## src/rtl/fsmd_bitscan_n.sv

```systemverilog
// Bit-scan FSMD: captures an operand on start, shifts it one bit per clock and
// reports the ones count, zeros count or leading-zero count of the operand.
module fsmd_bitscan_n #(
   parameter int WIDTH = 8,
   parameter int CW    = $clog2(WIDTH + 1)
) (
   input  logic             CLK100MHZ,
   input  logic             reset,
   input  logic             start,
   input  logic [1:0]       mode,
   input  logic [WIDTH-1:0] dataA,
   output logic             busy,
   output logic             done,
   output logic [CW-1:0]    count,
   output logic [1:0]       state
);

   typedef enum logic [1:0] {
      S_IDLE = 2'b01,
      S_SCAN = 2'b10,
      S_DONE = 2'b11
   } state_t;

   localparam logic [CW-1:0] LP_WIDTH = CW'(WIDTH);
   localparam logic [CW-1:0] LP_ONE   = CW'(1);

   state_t           r_state, w_state_next;
   logic [WIDTH-1:0] r_shift, w_shift_next;
   logic [1:0]       r_mode, w_mode_next;
   logic [CW-1:0]    r_idx, w_idx_next;
   logic [CW-1:0]    r_count, w_count_next;
   logic             w_idx_end;

   assign w_idx_end = (r_idx == LP_WIDTH);

   always_ff @(posedge CLK100MHZ) begin
      if (reset) begin
         r_state <= S_IDLE;
         r_shift <= '0;
         r_mode  <= 2'b00;
         r_idx   <= '0;
         r_count <= '0;
      end else begin
         r_state <= w_state_next;
         r_shift <= w_shift_next;
         r_mode  <= w_mode_next;
         r_idx   <= w_idx_next;
         r_count <= w_count_next;
      end
   end

   always_comb begin
      w_state_next = r_state;
      w_shift_next = r_shift;
      w_mode_next  = r_mode;
      w_idx_next   = r_idx;
      w_count_next = r_count;
      case (r_state)
         S_IDLE: begin
            if (start) begin
               w_shift_next = dataA;
               w_mode_next  = mode;
               w_idx_next   = '0;
               w_count_next = '0;
               w_state_next = S_SCAN;
            end
         end
         S_SCAN: begin
            case (r_mode)
               2'b01: begin
                  if (w_idx_end) begin
                     w_state_next = S_DONE;
                  end else begin
                     w_count_next = r_count + {{(CW-1){1'b0}}, ~r_shift[0]};
                     w_shift_next = r_shift >> 1;
                     w_idx_next   = r_idx + LP_ONE;
                  end
               end
               2'b10: begin
                  if (w_idx_end || r_shift[WIDTH-1]) begin
                     w_state_next = S_DONE;
                  end else begin
                     w_count_next = r_count + LP_ONE;
                     w_shift_next = r_shift << 1;
                     w_idx_next   = r_idx + LP_ONE;
                  end
               end
               default: begin
                  // Ones count stops as soon as no set bits remain.
                  if (r_shift == '0) begin
                     w_state_next = S_DONE;
                  end else begin
                     w_count_next = r_count + {{(CW-1){1'b0}}, r_shift[0]};
                     w_shift_next = r_shift >> 1;
                  end
               end
            endcase
         end
         S_DONE: begin
            if (!start) begin
               w_state_next = S_IDLE;
            end
         end
         default: begin
            w_state_next = S_IDLE;
         end
      endcase
   end

   assign busy  = (r_state == S_SCAN);
   assign done  = (r_state == S_DONE);
   assign count = r_count;
   assign state = r_state;

endmodule

```

## config.mk

```make
export PLATFORM = sky130hd
export DESIGN_NAME = fsmd_bitscan_n
export DESIGN_NICKNAME = d
export VERILOG_FILES = /design/src/rtl/fsmd_bitscan_n.sv
export SDC_FILE = /design/constraint.sdc
export NUM_CORES = 1
export LEC_CHECK = 0
export ABC_AREA = 0
export ABC_CLOCK_PERIOD_IN_PS = 2000
export CORE_ASPECT_RATIO = 0.7
export CORE_MARGIN = 5
export CORE_UTILIZATION = 33
export CTS_CLUSTER_DIAMETER = 30
export CTS_CLUSTER_SIZE = 20
export DETAILED_ROUTE_END_ITERATION = 6
export GPL_ROUTABILITY_DRIVEN = 0
export PLACE_DENSITY = 0.55
export SLEW_MARGIN = 20
export SYNTH_ARGS = -nofsm -noshare
export SYNTH_HDL_FRONTEND = slang
export SYNTH_SLANG_ARGS = --single-unit
```

## constraint.sdc

```tcl
create_clock -name CLK100MHZ -period 2 [get_ports CLK100MHZ]
set_input_delay 0.4 -clock CLK100MHZ [delete_from_list [all_inputs] [get_ports CLK100MHZ]]
set_output_delay 0.4 -clock CLK100MHZ [all_outputs]
set_load 0.01 [all_outputs]
```

==> flow_results.org, run 1 <==
** CTS
- Depth of the CTS H-tree :: 1
- Skew-Pair Late Insertion Delay :: 260 ps
- Buffers added to address setup during post-CTS repair amount to 0.
- TritonCTS created 3 clock buffers.
- Clock root buffer :: clkbuf_8
- Clock tree from TritonCTS :: done
- Clock tree buffer depth :: 2
- After clock tree synthesis, the clock-pin slew on the worst setup and hold paths is around 70 ps.
- # clock sinks :: 20
- Buffers inserted to repair hold after CTS numbered 0.

** Floorplan
- The die is between 80 and 90 um wide.
- Chip height :: roughly 64 um
- The floorplan step defined a die boundary enclosing 5550 um^2.
- Initial cell density of the core :: between 30% and 40%
- Pin placement for this block handled 21 I/O pins.
- The floorplan has 19 rows.
- Core area :: about 4000 um^2

** Detailed routing
- The final layout contains routed wiring with a total length of 3460 um.
- Once detail routing completed, the nets flagged for antenna violations numbered 0.
- For this run, the detailed router's first-pass iteration total came to 4.
- Post-detailed-route via-to-cell ratio :: roughly 5.5
- After detailed routing, the number of remaining DRC violations is 0.
- Detailed routing inserted a total of 1300 vias.
- Starting DRC count in detailed routing :: 79
- Dividing the detail-routed wire length by the instance count gives ~15 um.

** STA
- Final slew viol count :: 0
- Highest clock frequency the design can meet :: 538 MHz
- For the finished layout, the period the worst path requires is about 1900 ps.
- Setup TNS :: 0 ps
- After layout, the worst path uses 92.9% of the clock period.
- The number of endpoints with negative hold slack in the final report came to 0.
- Headroom to the max-slew limit came out at 69.0%.
- Across the routed clock network, the largest skew measured is slightly below 3 ps.
- Worst-Margin Slew :: 463 ps
- Total setup violations reported at the end of the flow :: 0
- Setup repair after global routing could not meet its margin everywhere.

** Layout
- From synthesis to final layout, the design area changed by 30.9%.
- Top library cells by usage in the layout, fill and taps aside :: 20 x nand2_1, 19 x clkdlybuf4s50_1, 16 x dfxtp_1
- In the final layout, the share of cells above drive strength 1 is between 15 and 20%.
- # diodes :: 0
- Number of non-filler instances in the completed layout :: between 200 and 250
- Most common cell after layout, fill and taps aside :: nand2_1
- Post-layout nets :: ~210

** Global routing
- Via count of the first global-routing pass :: ~1200
- GRT Total Usage :: between 10% and 20%
- The number of antenna violations at the first check in global routing came to 0.
- Summed over all layers, the global routing overflow is 0.
- Largest net degree at the start of global routing :: 20
- First-pass GRT wire length :: between 5000 and 6000 um

** Worst setup path
- Required @ worst endpoint :: roughly 2200 ps
- STA classifies the critical path endpoint as a flip-flop.
- The worst setup path is launched from a flip-flop.
- Cell type of the slowest stage on the worst timing path :: a311o_1
- Maximum fanout along the worst path :: 17
- Max incr delay on CP :: slightly below 400 ps
- At the worst endpoint, the arrival time is just over 2000 ps.
- The critical path goes through inv_1 > ha_2 > buf_12 > a311o_1 > nor3_2 > buf_6 > mux2i_1.
- By startpoint and endpoint, the worst setup path is classified as flip-flop to flip-flop.

** Yosys
- For this run, the leading register cell type out of synthesis is dfxtp_1.
- Gate count of the mapped netlist :: roughly 150
- The Yosys step of the flow raised 0 warnings.
- Dividing the synthesized area by the synthesized cell count gives 8.94 um^2.
- Synthesis inferred 20 register bits.
- The netlist uses 42 different library cells.
- Syn Nets :: around 180
- Of all flip-flops after synthesis, the portion carrying an async set or reset was 0%.
- The cell area that synthesis handed to floorplanning was 1370 um^2.
- Portion of the post-synthesis area used by sequential elements :: 29.3%
- Counting flops with a built-in enable in the synthesized netlist gives 0.

** Pwr
- Across the VDD grid, the largest voltage drop is 343 uV.
- The completed layout was analyzed and its total power is 1.95 mW.
- Portion of total power attributed to the clock network :: 13.9%
- Of the total power, combinational logic draws around 54%.
- Per report_power, the sequential group accounts for 32.0% of the total.
- Summed over all cells, the static leakage comes to 0.714 nW.
- Switching power share of the total :: about 40%
- Pwr dens :: ~1100 nW/um^2
- NetSw :: approximately 760 uW
- Cell Int Power :: approximately 1.2 mW

** Place
- The HPWL after detailed placement is between 2000 and 3000 um.
- IO Port Bufs :: 20
- Placed cell count :: 232

** Flow run
- Maximum Capacitance Violations :: 0

** Run status
- Outcome :: complete, no violations

** Worst hold path
- Worst hold path type :: flip-flop to flip-flop
## final cells by class
cell class / count / area, um^2
multi-input combinational: 113 / 871
timing repair buffer: 36 / 360
inverter: 12 / 45.0
fill: 379 / 2180
clock buffer: 3 / 41.3
tap: 52 / 65.1
sequential: 20 / 408
## repair_timing
item / CTS / global route
endpoints found under the setup margin: 1 / 12
cloned: 1 / 0
resized for setup: 2 / 8
pin swaps: 0 / 2
hold endpoints to repair: 0 / 0
## cells by family (layout without fill, tap and decap cells)
group	Yosys count	in the layout	share of synthesized area, %
mux	14	14	10.3
flops	20	20	29.3
fa+ha+maj	10	10	9.15
simple gates	52	52	20.6
compound gates	37	37	22.4
buf+inv	20	51	8.23
## state kept, by name, summed over array words and instances (netlist names)
signal	flops
count	4
r_shift	8
state	2
r_idx	4
r_mode	2
## power by group through the flow
| stage | Sequential [mW] | Clock (mW) | Combinational (mW) |
|---|---|---|---|
| final | 0.624 | 0.271 | 1.05 |
| after CTS | 0.615 | 0.280 | 1.03 |
| after global routing | 0.645 | 0.297 | 1.17 |
| after global placement | 0.617 | 0 | 0.978 |
| after floorplan | 0.604 | 0 | 0.674 |
| after detailed placement | 0.624 | 0 | 0.991 |
## final timing paths
check	cells after the start	slack [ps]	to	startpoint
min	2	490	r_mode[1]$_SDFFE_PP0P_	r_mode[1]$_SDFFE_PP0P_
min reg2reg	2	490	r_mode[1]$_SDFFE_PP0P_	r_mode[1]$_SDFFE_PP0P_
max	7	140	r_shift[6]$_SDFFE_PP0P_	state[0]$_SDFFE_PP1P_
max reg2reg	7	140	r_shift[6]$_SDFFE_PP0P_	state[0]$_SDFFE_PP1P_
## metal layers
layer  GRT usage [%]  vias to the layer above  part of all wire (%)
met5               0                        -                     0
met4            2.92                        0                  0.38
met3            3.34                        3                   2.5
met2            20.5                       18                    46
met1            18.8                      638                    51
li1                -                      641                     -
## cell usage after synthesis (all sizes together) (2+ instances only)
cell type	instances	area (um^2)
a21oi	6	30.0
nand2b	2	12.5
nor2b	2	12.5
o31ai	2	15.0
nand4	5	31.3
nand3	7	35.0
dfxtp	20	400
a211oi	3	22.5
buf	6	55.1
ha	10	125
o211ai	7	52.6
inv	11	41.3
nor4	3	31.3
o32ai	2	17.5
a311oi	3	26.3
a32o	2	22.5
a31oi	2	12.5
a41o	2	20.0
o311a	2	20.0
mux2i	13	130
nand2	20	75.1
nor2	5	18.8
## critical path, delay by kind of cell (launching register included)
family	cells	cell delay, ps
multiplexers	1	190
buffers and inverters	3	390
flip-flops	1	370
AND/OR/NAND/NOR	1	240
adder cells (fa/ha/maj)	1	210
AO/OA/AOI/OAI	1	390
## stage by stage
stage	util (%)	instance area (um^2)	worst slack (ps)	hold WS [ps]
floorplan	-	1370	86.1	453
global placement	42.6	1690	-6.33	471
detailed placement	42.6	1690	-12.8	482
CTS	44.5	1770	28.3	493
global route	45.1	1790	-0.224	515
finish	45.1	1790	142	491
Note: power is estimated with default switching activity, not from simulation.
==> run 2, diff against run 1 <==
- GPL_TIMING_DRIVEN: not set -> 1
- MAX_ROUTING_LAYER: not set -> met4
- SETUP_SLACK_MARGIN: not set -> 0.1
==> run 2 against run 1 <==
  * Sequential share of layout area down 0.26 points
  * Non-clock buffer count up 4
  * Count of clock-buffer cells in the layout unchanged
  * Final cell count up 1.7%
  * Critical endpoint is now r_idx[1]$_SDFFE_PP0P_
  * Largest power group unchanged
==> flow_results.org, run 2 (same netlist as run 1, synthesis figures left out) <==
** Detailed routing
- First-pass DRT Iterations :: 4
- Post-detailed-route via-to-cell ratio :: between 5 and 6
- For this run, design rule violations remaining after detail routing come to 0.
- Starting DRC count in detailed routing :: between 60 and 70
- Routed wire length :: approximately 3600 um
- Vias post-DR :: around 1300
- The count of nets left with antenna violations once routing finished came out at 0.
- Dividing the detail-routed wire length by the instance count gives 15.1 um.

** Place
- Port buffering added 20 buffers.
- Once detailed placement completed, the half-perimeter wirelength came to 2580 um.
- Setup slack at placement :: -42.6 ps

** Pwr
- The clock network is responsible for a little over an eighth of the overall power.
- NetSw :: 797 uW
- Worst vdd rail ir drop :: approximately 360 uV
- The analysis attributes to cell leakage a power of 0.721 nW.
- Part of the power in registers :: 31.7%
- Cell internal power was estimated by the tool at approximately 1.2 mW.
- Net switching is between 30% and 40% of the power.
- Combinational power share :: 54.8%
- The design draws roughly 2.0 mW.
- Pwr dens :: about 1100 nW/um^2

** STA
- Across all setup checks in the final design, the least slack found is roughly 140 ps.
- The clock period could shrink to 1860 ps.
- Final slew viol count :: 0
- For the pin with the worst max-slew slack, the measured transition is 407 ps.
- Final cycle utilization of the critical path :: slightly above 90%
- The number of endpoints with negative hold slack in the final report is 0.
- In this run the tightest slew margin relative to its limit is between 70% and 80%.
- Highest clock frequency the design can meet :: roughly 540 MHz
- For the final database, setup skew stands at roughly 2.1 ps.
- Setup TNS :: 0 ps
- On the final layout, the worst hold slack is about 500 ps.
- Setup repair after global routing could not meet its margin everywhere.
- Setup violations remaining at the end of the flow were counted as 0.

** Worst setup path
- The critical path goes through inv_1 > ha_1 > and3b_2 > o211a_4 > or4_4 > a21oi_2.
- The worst setup path is launched from a flip-flop.
- Cell type of the slowest stage on the worst timing path :: or4_4
- Maximum fanout along the worst path :: 7
- Kind of cell adding the most delay to the critical path :: simple AND/OR/NAND/NOR gates
- For the worst setup path, the data arrival time is roughly 2100 ps.
- Buffers & Inverters on Critical Path :: 1
- The worst setup path is captured at a flip-flop.
- Classification of the worst setup path :: flip-flop to flip-flop
- At the worst endpoint, the required time is ~2200 ps.
- In this design, the stage delay of the slowest critical-path cell is about 540 ps.

** Layout
- Final core utilization :: 46.0%
- In the final layout, the share of cells above drive strength 1 is about a quarter.
- The library cells used most frequently in the layout, excluding fill and tap cells, are 20 x nand2_1, 20 x clkdlybuf4s50_1, 18 x buf_4.
- Compared with the post-synthesis result, the final layout area differs by 33.7%.
- Top register by number of flip-flops :: r_shift
- Largest register FFs :: 8
- At the end of the flow, the number of nets in the layout was around 210.
- # diodes :: 0

** CTS
- Clock tree buffer depth :: 2
- Clock root buffer :: clkbuf_8
- For this design, the CTS-stage hold fixing added 0 buffers.
- Buffers inserted during clock tree synthesis total 3.
- For the worst-skew pair, the clock arrives at the later sink with an insertion delay of 260 ps.
- # clock sinks :: 20
- Clock-pin slew was measured on the worst setup and hold paths at roughly 70 ps.
- Clock tree from TritonCTS :: done
- Depth of the CTS H-tree :: 1

** Floorplan
- After floorplanning, the core was divided into 19 placement rows.
- Core area :: 3970 um^2
- 21 I/O pins were placed.
- The initial utilization of the core area, before any placement, comes to 34.4%.
- Overall die width :: just under 90 um
- The floorplan step defined a die boundary enclosing roughly 5600 um^2.
- In this run the vertical extent of the chip is roughly 64 um.

** Global routing
- The number of antenna violations at the first check in global routing came to 0.
- Entering global routing, the biggest net connects 20 pins.
- The first global-routing pass estimated approximately 5900 um of wire.
- Grt ovf :: 0
- Global routing used 13.7% of the available tracks.
- The via count of the first global-routing pass is 1312.

** Worst hold path
- Worst hold path type :: flip-flop to flip-flop

** Run status
- The flow ran to the end, and the final reports show no timing, DRC or antenna violations.

** Flow run
- The tool flagged a number of max-cap violations equal to 0.
==> run 2: final timing paths <==
kind | startpoint | endpoint | slack, ps | cells after the start
setup / recovery | r_idx[0]$_SDFFE_PP0P_ | r_idx[1]$_SDFFE_PP0P_ | 140 | 6
hold / removal | r_mode[1]$_SDFFE_PP0P_ | r_mode[1]$_SDFFE_PP0P_ | 490 | 2
setup reg to reg | r_idx[0]$_SDFFE_PP0P_ | r_idx[1]$_SDFFE_PP0P_ | 140 | 6
hold reg to reg | r_mode[1]$_SDFFE_PP0P_ | r_mode[1]$_SDFFE_PP0P_ | 490 | 2
==> run 2: power groups by stage <==
stage	clock (mW)	combinational, mW	sequential [mW]
5_1_grt	0.295	1.21	0.648
6_report	0.270	1.09	0.632
3_5_place_dp	0	1.00	0.626
4_1_cts	0.279	1.04	0.623
3_3_place_gp	0	0.979	0.618
2_1_floorplan	0	0.681	0.604
==> run 2: layout make-up <==
class                      instances  area [um^2]
clock buffer                       3         41.3
fill                             375         2140
inverter                          12         45.0
multi-input combinational        113          903
sequential                        20          412
tap                               52         65.1
timing repair buffer              40          362
==> run 2: through the flow <==
stage          cells  area [um^2]
2_1_floorplan    153         1370
6_report         240         1830
5_1_grt          240         1830
3_5_place_dp     234         1700
4_1_cts          238         1770
3_3_place_gp     234         1700
==> run 2: metal layers <==
| layer | GRT usage (%) | up-vias | part of all wire [%] |
|---|---|---|---|
| met2 | 20.9 | 26 | 47 |
| met5 | - | - | 0 |
| met1 | 17.3 | 638 | 47 |
| li1 | - | 654 | - |
| met3 | 3.08 | 6 | 3.5 |
| met4 | 5.64 | 0 | 2.1 |
==> run 2: repair_timing <==
item,CTS,global route
pin swaps,2,2
setup endpoints to repair,12,14
setup buffers,1,2
gates resized for setup,7,14
==> run 2: worst register-to-register path, stage by stage (launching register included) <==
cell and delay (ps):
dfxtp_2 330, inv_1 40, ha_1 190, and3b_2 260, o211a_4 290, or4_4 540, a21oi_2 150
==> RTL change (flow settings as in run 2) <==
Register the inputs `start`, `mode` and `dataA` before use. The logic sees them one clock later.
--- a/src/rtl/fsmd_bitscan_n.sv
+++ b/src/rtl/fsmd_bitscan_n.sv
@@ -23,6 +23,16 @@
 
    localparam logic [CW-1:0] LP_WIDTH = CW'(WIDTH);
    localparam logic [CW-1:0] LP_ONE   = CW'(1);
+
+   logic start_q;
+   logic [1:0] mode_q;
+   logic [WIDTH-1:0] dataA_q;
+
+   always_ff @(posedge CLK100MHZ) begin
+      start_q <= start;
+      mode_q  <= mode;
+      dataA_q <= dataA;
+   end
 
    state_t           r_state, w_state_next;
    logic [WIDTH-1:0] r_shift, w_shift_next;
@@ -57,9 +67,9 @@
       w_count_next = r_count;
       case (r_state)
          S_IDLE: begin
-            if (start) begin
-               w_shift_next = dataA;
-               w_mode_next  = mode;
+            if (start_q) begin
+               w_shift_next = dataA_q;
+               w_mode_next  = mode_q;
                w_idx_next   = '0;
                w_count_next = '0;
                w_state_next = S_SCAN;
@@ -97,7 +107,7 @@
             endcase
          end
          S_DONE: begin
-            if (!start) begin
+            if (!start_q) begin
                w_state_next = S_IDLE;
             end
          end
Behaviour: not the same (Yosys sat finds a counterexample within 4 cycles, from zero or initial values and one cycle with reset high).
==> RTL change against run 2 <==
Clock power grew 72%; final area grew 14%; worst setup slack lost 0.11 ns; area after synthesis grew 1.9%; routed wire length shrank 2.3%; global-route usage shrank 1.4 points; via count shrank 6.0%; sequential power grew 38%; fmax shrank 5.4%; largest power group unchanged; total power grew 58%; combinational power grew 67%; sequential cell count grew 11; synthesized cell count shrank 2.6%.
==> RTL change: results (changes against run 2) <==
* Outcome: complete, no violations
* Setup Slack @ Placement at 0.001257 ns (+0.04383 ns)
* Nets@finish at 214 (+0.47%)
* NonClk Buf Share at 0.2085 (+0.01070)
* Number of global-route vias before repair at 1148 (-13%)
* DR iter-0 viols at 83 (+26%)
* Post-CTS Setup Bufs at 3 (+2)
* Pin count of the biggest net entering global routing at 21 (+5.0%)
* Met1 Use GR at 0.1531 (-0.02027)
* Worst R2R End: count[3]$_SDFFE_PP0P_
* Multi-input logic cell count at 101 (-11%)
* Placed inst area at 0.001709 mm^2 (+0.81%)
* Max-slew headroom at 0.5875 (-0.1397)
* Met3 wire length at 221 um (+75%)
* Layout clock buffers at 5 (+2)
* Max Fanout on Critical Path at 5 (-2)
* Count of unique library cells instantiated by Yosys at 34 (-19%)
* Pleak at 0.0008122 uW (+13%)
* Switching power of the nets at 1145 uW (+44%)
* Layout clock area frac at 0.04014 (+0.01756)
* Post-synth top cells: dfxtp_1, a21oi_1, nand2_1
* Wl on met1 at 1644 um (-3.7%)
* Cell count after synthesis at 149 (-2.6%)
* First-pass GRT wire length at 5250 um (-11%)
* Post-DP HPWL at 2210 um (-14%)
* Skew final at 0.003310 ns (+0.001226 ns)
* Top Layer Used: met3
* Placed cells at 224 (-4.3%)
* CP max stage delay at 0.51 ns (-0.03 ns)
* Layout cells sized above 1 at 0.3281 (+0.08876)
* Worst Path Arrival at 2.19 ns (+0.14 ns)
* Final instance count without filler cells at 244 (+1.7%)
* GRT met2 Usage at 0.1814 (-0.02789)
* Worst Reg2Reg Path Length in Cells at 7 (+1)
* Seq/Total Area, Yosys at 0.4452 (+0.1525)
* Syn-to-layout area delta at 49.82%
* Number of vias per cell at 5.098 (-7.6%)
* # H-tree levels at 2 (+1)
[RTL change: cells by family after synthesis]
family	share of synthesized area
AO/OA/AOI/OAI	0.1840
XOR/XNOR	0.01885
adder cells (fa/ha/maj)	0.08977
buffers and inverters	0.04668
flip-flops	0.4452
multiplexers	0.05027
AND/OR/NAND/NOR	0.1652
[RTL change: how the worst max path moves through the flow]
stage / end / start / slack, ns
5_1_grt: count[3]$_SDFFE_PP0P_ / r_idx[0]$_SDFFE_PP0P_ / -0.06
6_report: count[3]$_SDFFE_PP0P_ / r_idx[0]$_SDFFE_PP0P_ / 0.04
2_1_floorplan: count[3]$_SDFFE_PP0P_ / r_idx[0]$_SDFFE_PP0P_ / 0.10
3_3_place_gp: count[3]$_SDFFE_PP0P_ / r_idx[0]$_SDFFE_PP0P_ / 0.08
4_1_cts: count[3]$_SDFFE_PP0P_ / state[1]$_SDFFE_PP0P_ / 0.10
3_5_place_dp: r_idx[3]$_SDFFE_PP0P_ / r_idx[0]$_SDFFE_PP0P_ / 0.001
